File: src/rtl/board_renderer.sv
// Two-stage playfield pixel renderer: tracks tile position with counters, snapshots
// the game state once per frame and colours each pixel by cell/piece/grid priority.
module board_renderer #(
  parameter int MIN_X      = 200,
  parameter int MIN_Y      = 0,
  parameter int TILE_WIDTH = 20,
  parameter int COLS       = 20,
  parameter int ROWS       = 20,
  parameter int H_TOTAL    = 800,
  parameter int V_TOTAL    = 525
) (
  input  logic                       Clk,
  input  logic                       Reset_n,
  input  logic [9:0]                 DrawX,
  input  logic [9:0]                 DrawY,
  input  logic                       blank,
  input  logic [0:ROWS-1][COLS-1:0]  board_in,
  input  logic [39:0]                piece_relX,
  input  logic [39:0]                piece_relY,
  input  logic [9:0]                 posX,
  input  logic [9:0]                 posY,
  input  logic                       game_over,
  output logic [3:0]                 Red,
  output logic [3:0]                 Green,
  output logic [3:0]                 Blue,
  output logic                       pix_valid
);

  localparam int SUB_W = $clog2(TILE_WIDTH);
  localparam int COL_W = $clog2(COLS + 1);
  localparam int ROW_W = $clog2(ROWS + 1);
  localparam logic [SUB_W-1:0] SUB_LAST = SUB_W'(TILE_WIDTH - 1);
  localparam logic [COL_W-1:0] COL_SAT  = COL_W'(COLS);
  localparam logic [ROW_W-1:0] ROW_SAT  = ROW_W'(ROWS);

  logic snap;
  assign snap = (DrawX == 10'd0) && (DrawY == 10'd0);

  // Frame snapshot of the game state
  logic [0:ROWS-1][COLS-1:0] board_sh_reg;
  logic [39:0]               relx_sh_reg;
  logic [39:0]               rely_sh_reg;
  logic [9:0]                posx_sh_reg;
  logic [9:0]                posy_sh_reg;
  logic                      go_sh_reg;

  always_ff @(posedge Clk or negedge Reset_n) begin
    if (!Reset_n) begin
      board_sh_reg <= '0;
      relx_sh_reg  <= '0;
      rely_sh_reg  <= '0;
      posx_sh_reg  <= '0;
      posy_sh_reg  <= '0;
      go_sh_reg    <= 1'b0;
    end else if (snap) begin
      board_sh_reg <= board_in;
      relx_sh_reg  <= piece_relX;
      rely_sh_reg  <= piece_relY;
      posx_sh_reg  <= posX;
      posy_sh_reg  <= posY;
      go_sh_reg    <= game_over;
    end
  end

  // Stage 1: raster position and tile trackers
  logic [9:0]       draw_x_reg, draw_y_reg;
  logic             blank_reg;
  logic [SUB_W-1:0] sub_x_reg, sub_x_next, sub_y_reg, sub_y_next;
  logic [COL_W-1:0] col_reg, col_next;
  logic [ROW_W-1:0] row_reg, row_next;

  always_comb begin
    sub_x_next = sub_x_reg;
    col_next   = col_reg;
    if (DrawX == 10'(MIN_X)) begin
      sub_x_next = '0;
      col_next   = '0;
    end else if (sub_x_reg == SUB_LAST) begin
      sub_x_next = '0;
      if (col_reg != COL_SAT) col_next = col_reg + 1'b1;
    end else begin
      sub_x_next = sub_x_reg + 1'b1;
    end
  end

  // Vertical trackers only move at the start of each line
  always_comb begin
    sub_y_next = sub_y_reg;
    row_next   = row_reg;
    if (snap) begin
      sub_y_next = '0;
      row_next   = '0;
    end else if (DrawX == 10'd0) begin
      if (sub_y_reg == SUB_LAST) begin
        sub_y_next = '0;
        if (row_reg != ROW_SAT) row_next = row_reg + 1'b1;
      end else begin
        sub_y_next = sub_y_reg + 1'b1;
      end
    end
  end

  always_ff @(posedge Clk or negedge Reset_n) begin
    if (!Reset_n) begin
      draw_x_reg <= '0;
      draw_y_reg <= '0;
      blank_reg  <= 1'b0;
      sub_x_reg  <= '0;
      sub_y_reg  <= '0;
      col_reg    <= COL_SAT;
      row_reg    <= ROW_SAT;
    end else begin
      draw_x_reg <= DrawX;
      draw_y_reg <= DrawY;
      blank_reg  <= blank;
      sub_x_reg  <= sub_x_next;
      sub_y_reg  <= sub_y_next;
      col_reg    <= col_next;
      row_reg    <= row_next;
    end
  end

  // Stage 2: classify the stage-1 pixel
  logic [10:0] px11, py11, y_off;
  logic        in_field;
  logic        locked;
  logic        bevel;
  logic [3:0]  hit;

  assign px11  = {1'b0, draw_x_reg};
  assign py11  = {1'b0, draw_y_reg};
  assign y_off = py11 - 11'(MIN_Y);

  assign in_field = (col_reg < COL_SAT) && (row_reg < ROW_SAT) &&
                    (px11 < 11'(H_TOTAL)) && (py11 < 11'(V_TOTAL)) &&
                    (y_off < 11'(ROWS * TILE_WIDTH));

  assign locked = in_field && board_sh_reg[row_reg][col_reg];
  assign bevel  = (sub_x_reg == '0) || (sub_x_reg == SUB_LAST) ||
                  (sub_y_reg == '0) || (sub_y_reg == SUB_LAST);

  genvar gi;
  generate
    for (gi = 0; gi < 4; gi++) begin : g_piece
      logic [10:0] lo_x, lo_y;
      assign lo_x = {1'b0, posx_sh_reg} + 11'(relx_sh_reg[gi*10 +: 10]) * 11'(TILE_WIDTH);
      assign lo_y = {1'b0, posy_sh_reg} + 11'(rely_sh_reg[gi*10 +: 10]) * 11'(TILE_WIDTH);
      assign hit[gi] = (px11 >= lo_x) && (px11 < lo_x + 11'(TILE_WIDTH)) &&
                       (py11 >= lo_y) && (py11 < lo_y + 11'(TILE_WIDTH));
    end
  endgenerate

  logic [11:0] rgb_next;

  always_comb begin
    rgb_next = 12'h000;
    if (!blank_reg) begin
      rgb_next = 12'h000;
    end else if (!in_field) begin
      rgb_next = 12'h222;
    end else if (|hit) begin
      rgb_next = 12'hFF0;
    end else if (locked) begin
      if (bevel)          rgb_next = 12'h088;
      else if (go_sh_reg) rgb_next = 12'hF00;
      else                rgb_next = 12'h0FF;
    end else if ((sub_x_reg == '0) || (sub_y_reg == '0)) begin
      rgb_next = 12'h111;
    end
  end

  always_ff @(posedge Clk or negedge Reset_n) begin
    if (!Reset_n) begin
      Red       <= 4'h0;
      Green     <= 4'h0;
      Blue      <= 4'h0;
      pix_valid <= 1'b0;
    end else begin
      Red       <= rgb_next[11:8];
      Green     <= rgb_next[7:4];
      Blue      <= rgb_next[3:0];
      pix_valid <= blank_reg;
    end
  end

endmodule

File: config.mk
export PLATFORM = sky130hd
export DESIGN_NAME = board_renderer
export DESIGN_NICKNAME = d
export VERILOG_FILES = /design/src/rtl/board_renderer.sv
export SDC_FILE = /design/constraint.sdc
export NUM_CORES = 2
export LEC_CHECK = 0
export ABC_AREA = 1
export CAP_MARGIN = 20
export CORE_MARGIN = 2
export CORE_UTILIZATION = 45
export CTS_CLUSTER_SIZE = 25
export DETAILED_ROUTE_END_ITERATION = 10
export PLACE_DENSITY = 0.69
export SETUP_SLACK_MARGIN = 0.05
export SLEW_MARGIN = 30
export SYNTH_ARGS = -nofsm -noshare
export SYNTH_HDL_FRONTEND = slang
export SYNTH_SLANG_ARGS = --single-unit
File: constraint.sdc
create_clock -name Clk -period 5.06 [get_ports Clk]
set_input_delay 0.759 -clock Clk [delete_from_list [all_inputs] [get_ports Clk]]
set_output_delay 0.759 -clock Clk [all_outputs]
set_load 0.02 [all_outputs]
# Yosys cells after proc, flatten, opt, wreduce, memory -nomap -nowiden
# Cells that the tools add are included.
# word_totals
reg_bits	555
inputBits	524
output_inout_bits	13
word_cells	151
# op_classes
bitwise	1
mul	8
n_addsub	20
reduce_logical	34
muxes	24
n_lt_le_gt_ge	23
eq_ne	5
# op_table
operator	count
20-bit binary-select mux with 5-bit select	1
10-bit by 11-bit adder with 11-bit output	8
11-bit by 5-bit adder with 11-bit output (second input constant)	8
10-bit by 11-bit greater-or-equal comparator with 1-bit output	8
10-bit by 11-bit < comparator with 1-bit output	8
10-bit by 3-bit multiplier with 9-bit output (second input constant)	8
12-bit two-way mux	6
5-bit two-way mux	12
20-bit two-way mux	2
5-bit by 1-bit adder with 5-bit output (second input constant)	4
10-bit logical NOT	2
10-bit < comparator (second input constant)	2
1-bit logical AND	18
10-bit by 8-bit == test with 1-bit output (second input constant)	1
5-bit == test (second input constant)	2
5-bit logical NOT	2
10-bit by 9-bit < comparator with 1-bit output (second input constant)	1
5-bit < comparator (second input constant)	2
5-bit inequality test (second input constant)	2
2-bit nonzero test	5
9-bit two-way mux	1
6-bit greater-or-equal comparator (second input constant)	1
5-bit by 6-bit < comparator with 1-bit output (second input constant)	1
5-bit inverter with 6-bit output	1
6 further kinds	9

# Longest topological paths before layout
# logic_depth
word_depth	11
mapped_depth	28
mapped_depth_nobuf	28

# Least setup slack after synthesis
# No wires, ideal clock.
# synth_path
kind	flip-flop to flip-flop
from	reg rely_sh_reg[21]
to	reg Blue[1]
required_time_ns	4.937
period_less_slack_ns	3.776
path_stages_with_launch	23
setup_slack_ns	1.284
arrival_ns	3.654
cell_sequence	dfrtp_1 > ha_1 > ha_1 > inv_1 > fa_1 > inv_1 > ha_1 > a21o_1 > a21oi_1 > nand2_1 > xor2_1 > nand2_1 > xor2_1 > ha_1 > a21oi_1 > nand2_1 > a21o_1 > nand2_1 > nand4_1 > nand2_1 > nor2_4 > nand2_1 > o21ai_1
# synth_via
elab_chain_cells	9
elab_cells_between_ends	11
# synth_rtl
element	line_no	rtl
start, declared	42	logic [39:0] rely_sh_reg;
start signal, assigned	58	rely_sh_reg <= piece_relY;
10-bit by 3-bit multiplier with 9-bit output (*)	147	assign lo_y = {1'b0, posy_sh_reg} + 11'(rely_sh_reg[gi*10 +: 10]) * 11'(TILE_WIDTH);
10-bit by 11-bit adder with 11-bit output (*)	147	
11-bit by 5-bit adder with 11-bit output / 10-bit by 11-bit greater-or-equal comparator with 1-bit output (equally long branches)	149	(py11 >= lo_y) && (py11 < lo_y + 11'(TILE_WIDTH));
10-bit by 11-bit < comparator with 1-bit output / 1-bit logical AND (equally long branches)	149, 148	
1-bit logical AND (*)	149	
4-bit OR reduction (*)	161	end else if (|hit) begin
12-bit two-way mux (*)	161	
12-bit two-way mux (*)	159	end else if (!in_field) begin
12-bit two-way mux (*)	157	if (!blank_reg) begin
named net rgb_next[1]	153	logic [11:0] rgb_next;
end signal, assigned	181	Blue <= rgb_next[3:0];
end, declared	25	output logic [3:0] Blue,
# The timed path passes the listed nets; every way through them passes the cells marked *.
# A chain may end at the register's enable or synchronous reset.

# Worst setup path in the final report
# Ends and elaborated chain as after synthesis.

==> flow_summary.toml <==
[outcome]
outcome = "complete, no violations"

[timing]
period_share_pct = 84.03
slew_viol_final = 0
clock_skew_ns = 0.04360
max_slew_margin_pct = 37.66
final_hold_viol_count = 0
finalSetupViolCount = 0
max_freq_mhz = 235.2
worst_pin_slew_ns = 0.9293
min_period_ns = 4.252
worst_slack_ns = 0.8081
rsz0062_at_grt = "no"
tns_ns = 0

[cts]
ctsHoldBuffers = 0
clkSinkCount = 546
cts_root_buf = "clkbuf_16"
cts_buffer_depth = 3
ctsResizeCount = 0
cts_max_level = 2
clock_latency_ns = 0.64
cts_made_buffers = 60
clkSlewWorstSetupHoldPaths_ns = 0.06
post-cts-setup-buffers = 0
cts_tree = "done"

[power_and_ir_drop]
p_total_uw = 10210
ir_drop_uv = 229.3
leakage_uw = 0.02254
p_per_area_nw_per_um2 = 241.3

[yosys]
ys_warn_count = 0
synth_compound_area_share_pct = 8.214
ys_seq_area_share_pct = 39.79
synth_edf_count = 0
async_flop_share_pct = 100.0
synthAdderAreaFrac_pct = 12.30
synth-seq-cells = 546
synth_nets = 5490
yosys.area_share.simple_pct = 28.98
syn_area_per_cell_um2 = 7.406
synth_xor_xnor_area_share_pct = 3.205
synth.distinct_cells = 47
synthMuxAreaShare_pct = 0
yosys_most_used_dff = "dfrtp_1"
synth_top_family_by_area = "simple AND/OR/NAND/NOR gates"
syn-cell-area_um2 = 34350
synth_cells = 4638

[finish]
multiInputGateArea_um2 = 18130
fill_cells = 7157
instances_no_fill = 6102
drive_gt1_share_pct = 3.191
fin_util_pct = 55.88
nets = 5912
ff_latch_area_um2 = 13680
area_growth_pct = 23.14
largest_reg_flops = 400

[global_routing]
overflow = 0
grt_pass1_vias = 29610
grt_usage_pct = 26.98
grt_first_pass_wirelength_um = 165200
grt_antenna_before_repair = 32
grt_max_degree = 205

[worst_setup_path]
cp_max_fo = 7
startpoint_type = "flip-flop"
endpoint_kind = "flip-flop"
crit_required_ns = 5.62
timing.rr.start = "rely_sh_reg[21]$_DFFE_PN0P_"
path_class = "reg -> reg"
startpoint = "rely_sh_reg[21]$_DFFE_PN0P_"
cp.arrival_ns = 4.81

[route]
drc = 0
routed_via_density = 5.076
vias = 30970
drtIter0Drc = 1857
ant_nets = 0
drt-total-wl_um = 106800
dr.pass1.iters = 6
routedWlPerCell_um = 17.50

[floorplanning]
dieHeight_um = 280.3
die_w_um = 280.3
rows = 101
pin_count = 537
core_um2 = 75700
start_util_pct = 45.38
die_area_um2 = 78560

[job]
maxCapViolCount = 0

[placed_design]
hpwl_um = 77330
place_inst = 5976
port_buffers = 528
pre_cts_slack_ns = 0.7930
place.gp.congestion = 0.8989

[worst_hold_path]
hp-class = "in -> async"
## critical path, stage by stage (launching register included)
cell and delay (ns):
dfrtp_1 0.43, ha_1 0.30, ha_1 0.19, inv_1 0.07, fa_1 0.48, inv_1 0.04, ha_1 0.31, a21o_1 0.21
a21oi_1 0.11, nand2_1 0.07, xor2_1 0.35, nand2_1 0.12, xor2_1 0.17, ha_1 0.32, nand3_1 0.08, nand2_1 0.07
a21o_1 0.10, nand2_1 0.10, nand4_1 0.11, nand2_1 0.08, nor2_4 0.18, nand2_1 0.11, o21ai_1 0.16
## report_power, final
| group | switching, µW | internal, µW |
|---|---|---|
| clock network | 1940 | 2680 |
| logic | 506 | 562 |
| registers | 94.2 | 4430 |
## Yosys cell counts (4+ instances only)
| master | instances | area share, % |
|---|---|---|
| xor2_1 | 73 | 1.9 |
| a31oi_1 | 8 | 0.15 |
| clkbuf_1 | 71 | 0.78 |
| fa_1 | 16 | 0.93 |
| o21bai_1 | 4 | 0.087 |
| xnor2_1 | 49 | 1.2 |
| a21o_1 | 10 | 0.22 |
| nand3_1 | 124 | 1.8 |
| buf_2 | 58 | 0.85 |
| or2_2 | 9 | 0.16 |
| ha_1 | 312 | 11 |
| a21oi_1 | 113 | 1.6 |
| nand3b_1 | 20 | 0.44 |
| inv_1 | 397 | 4.3 |
| a21boi_0 | 5 | 0.11 |
| o21ai_0 | 258 | 3.8 |
| nor2_1 | 342 | 3.7 |
| nor3b_1 | 8 | 0.17 |
| o21ai_1 | 71 | 1.0 |
| nand2_1 | 1946 | 21 |
| dfrtp_1 | 542 | 39 |
| dfstp_2 | 4 | 0.31 |
| nand4_1 | 47 | 0.86 |
| nor3_1 | 7 | 0.10 |
| a211oi_1 | 8 | 0.17 |
| o21a_1 | 8 | 0.17 |
| o22ai_1 | 28 | 0.51 |
| buf_4 | 44 | 0.96 |
| buf_6 | 16 | 0.52 |
| nor4_1 | 5 | 0.091 |
| o211ai_1 | 7 | 0.15 |
## path summary, 6_finish.rpt
check | endpoint | slack [ns] | cells after the start
setup / recovery | Blue[1]$_DFF_PN0_ | 0.81 | 22
hold / removal | rely_sh_reg[27]$_DFFE_PN0P_ | 0.13 | 1
setup reg to reg | Blue[1]$_DFF_PN0_ | 0.81 | 22
hold reg to reg | board_sh_reg[219]$_DFFE_PN0P_ | 0.46 | 2
max in group asynchronous | board_sh_reg[228]$_DFFE_PN0P_ | 3.58 | 2
min in group Clk | board_sh_reg[219]$_DFFE_PN0P_ | 0.46 | 2
## area by class of cell
type	instances	share of cell area [%]
Tap cell	978	2.893
Clock buffer	83	4.061
Antenna cell	16	0.09465
Multi-Input combinational cell	3501	42.87
Clock inverter	27	0.8430
Sequential cell	546	32.33
Inverter	401	3.600
Timing Repair Buffer	550	13.31
## placed cells by master (no fill, tap or decap), types with 9 or more instances in the layout
cell,n
a21o_1,10
a21oi_1,113
buf_12,14
clkbuf_1,10
clkbuf_16,60
clkbuf_8,13
clkdlybuf4s50_1,527
clkinv_2,16
dfrtp_1,540
diode_2,16
fa_1,16
ha_1,312
inv_1,395
nand2_1,1946
nand3_1,124
nand3b_1,20
nand4_1,47
nor2_1,339
o21ai_0,258
o21ai_1,71
o22ai_1,28
or2_2,9
xnor2_1,49
xor2_1,73
## per-layer routing
layer | vias up | track usage (%) | wire length [µm]
met5 | - | 0 | 169
met4 | 28 | 9.283 | 3419
met3 | 180 | 4.838 | 6718
met2 | 774 | 44.64 | 50200
met1 | 14510 | 35.56 | 46290
li1 | 15480 | - | -
## logic make-up (layout without fill, tap and decap cells)
kind of cell / count (synthesis) / count (layout)
compound gates: 528 / 528
buf+inv: 591 / 1061
flops: 546 / 546
fa+ha+maj: 328 / 328
other cells: 0 / 16
xor+xnor: 124 / 124
simple gates: 2521 / 2521
## metrics by stage
step,hold WS (ns),area [µm²]
2_1_floorplan,0.4323,34350
3_3_place_gp,0.4479,40170
3_5_place_dp,0.4530,40180
4_1_cts,0.1774,42250
5_1_grt,0.2040,42280
6_report,0.1299,42300
Power figures use the tool's default switching activity.
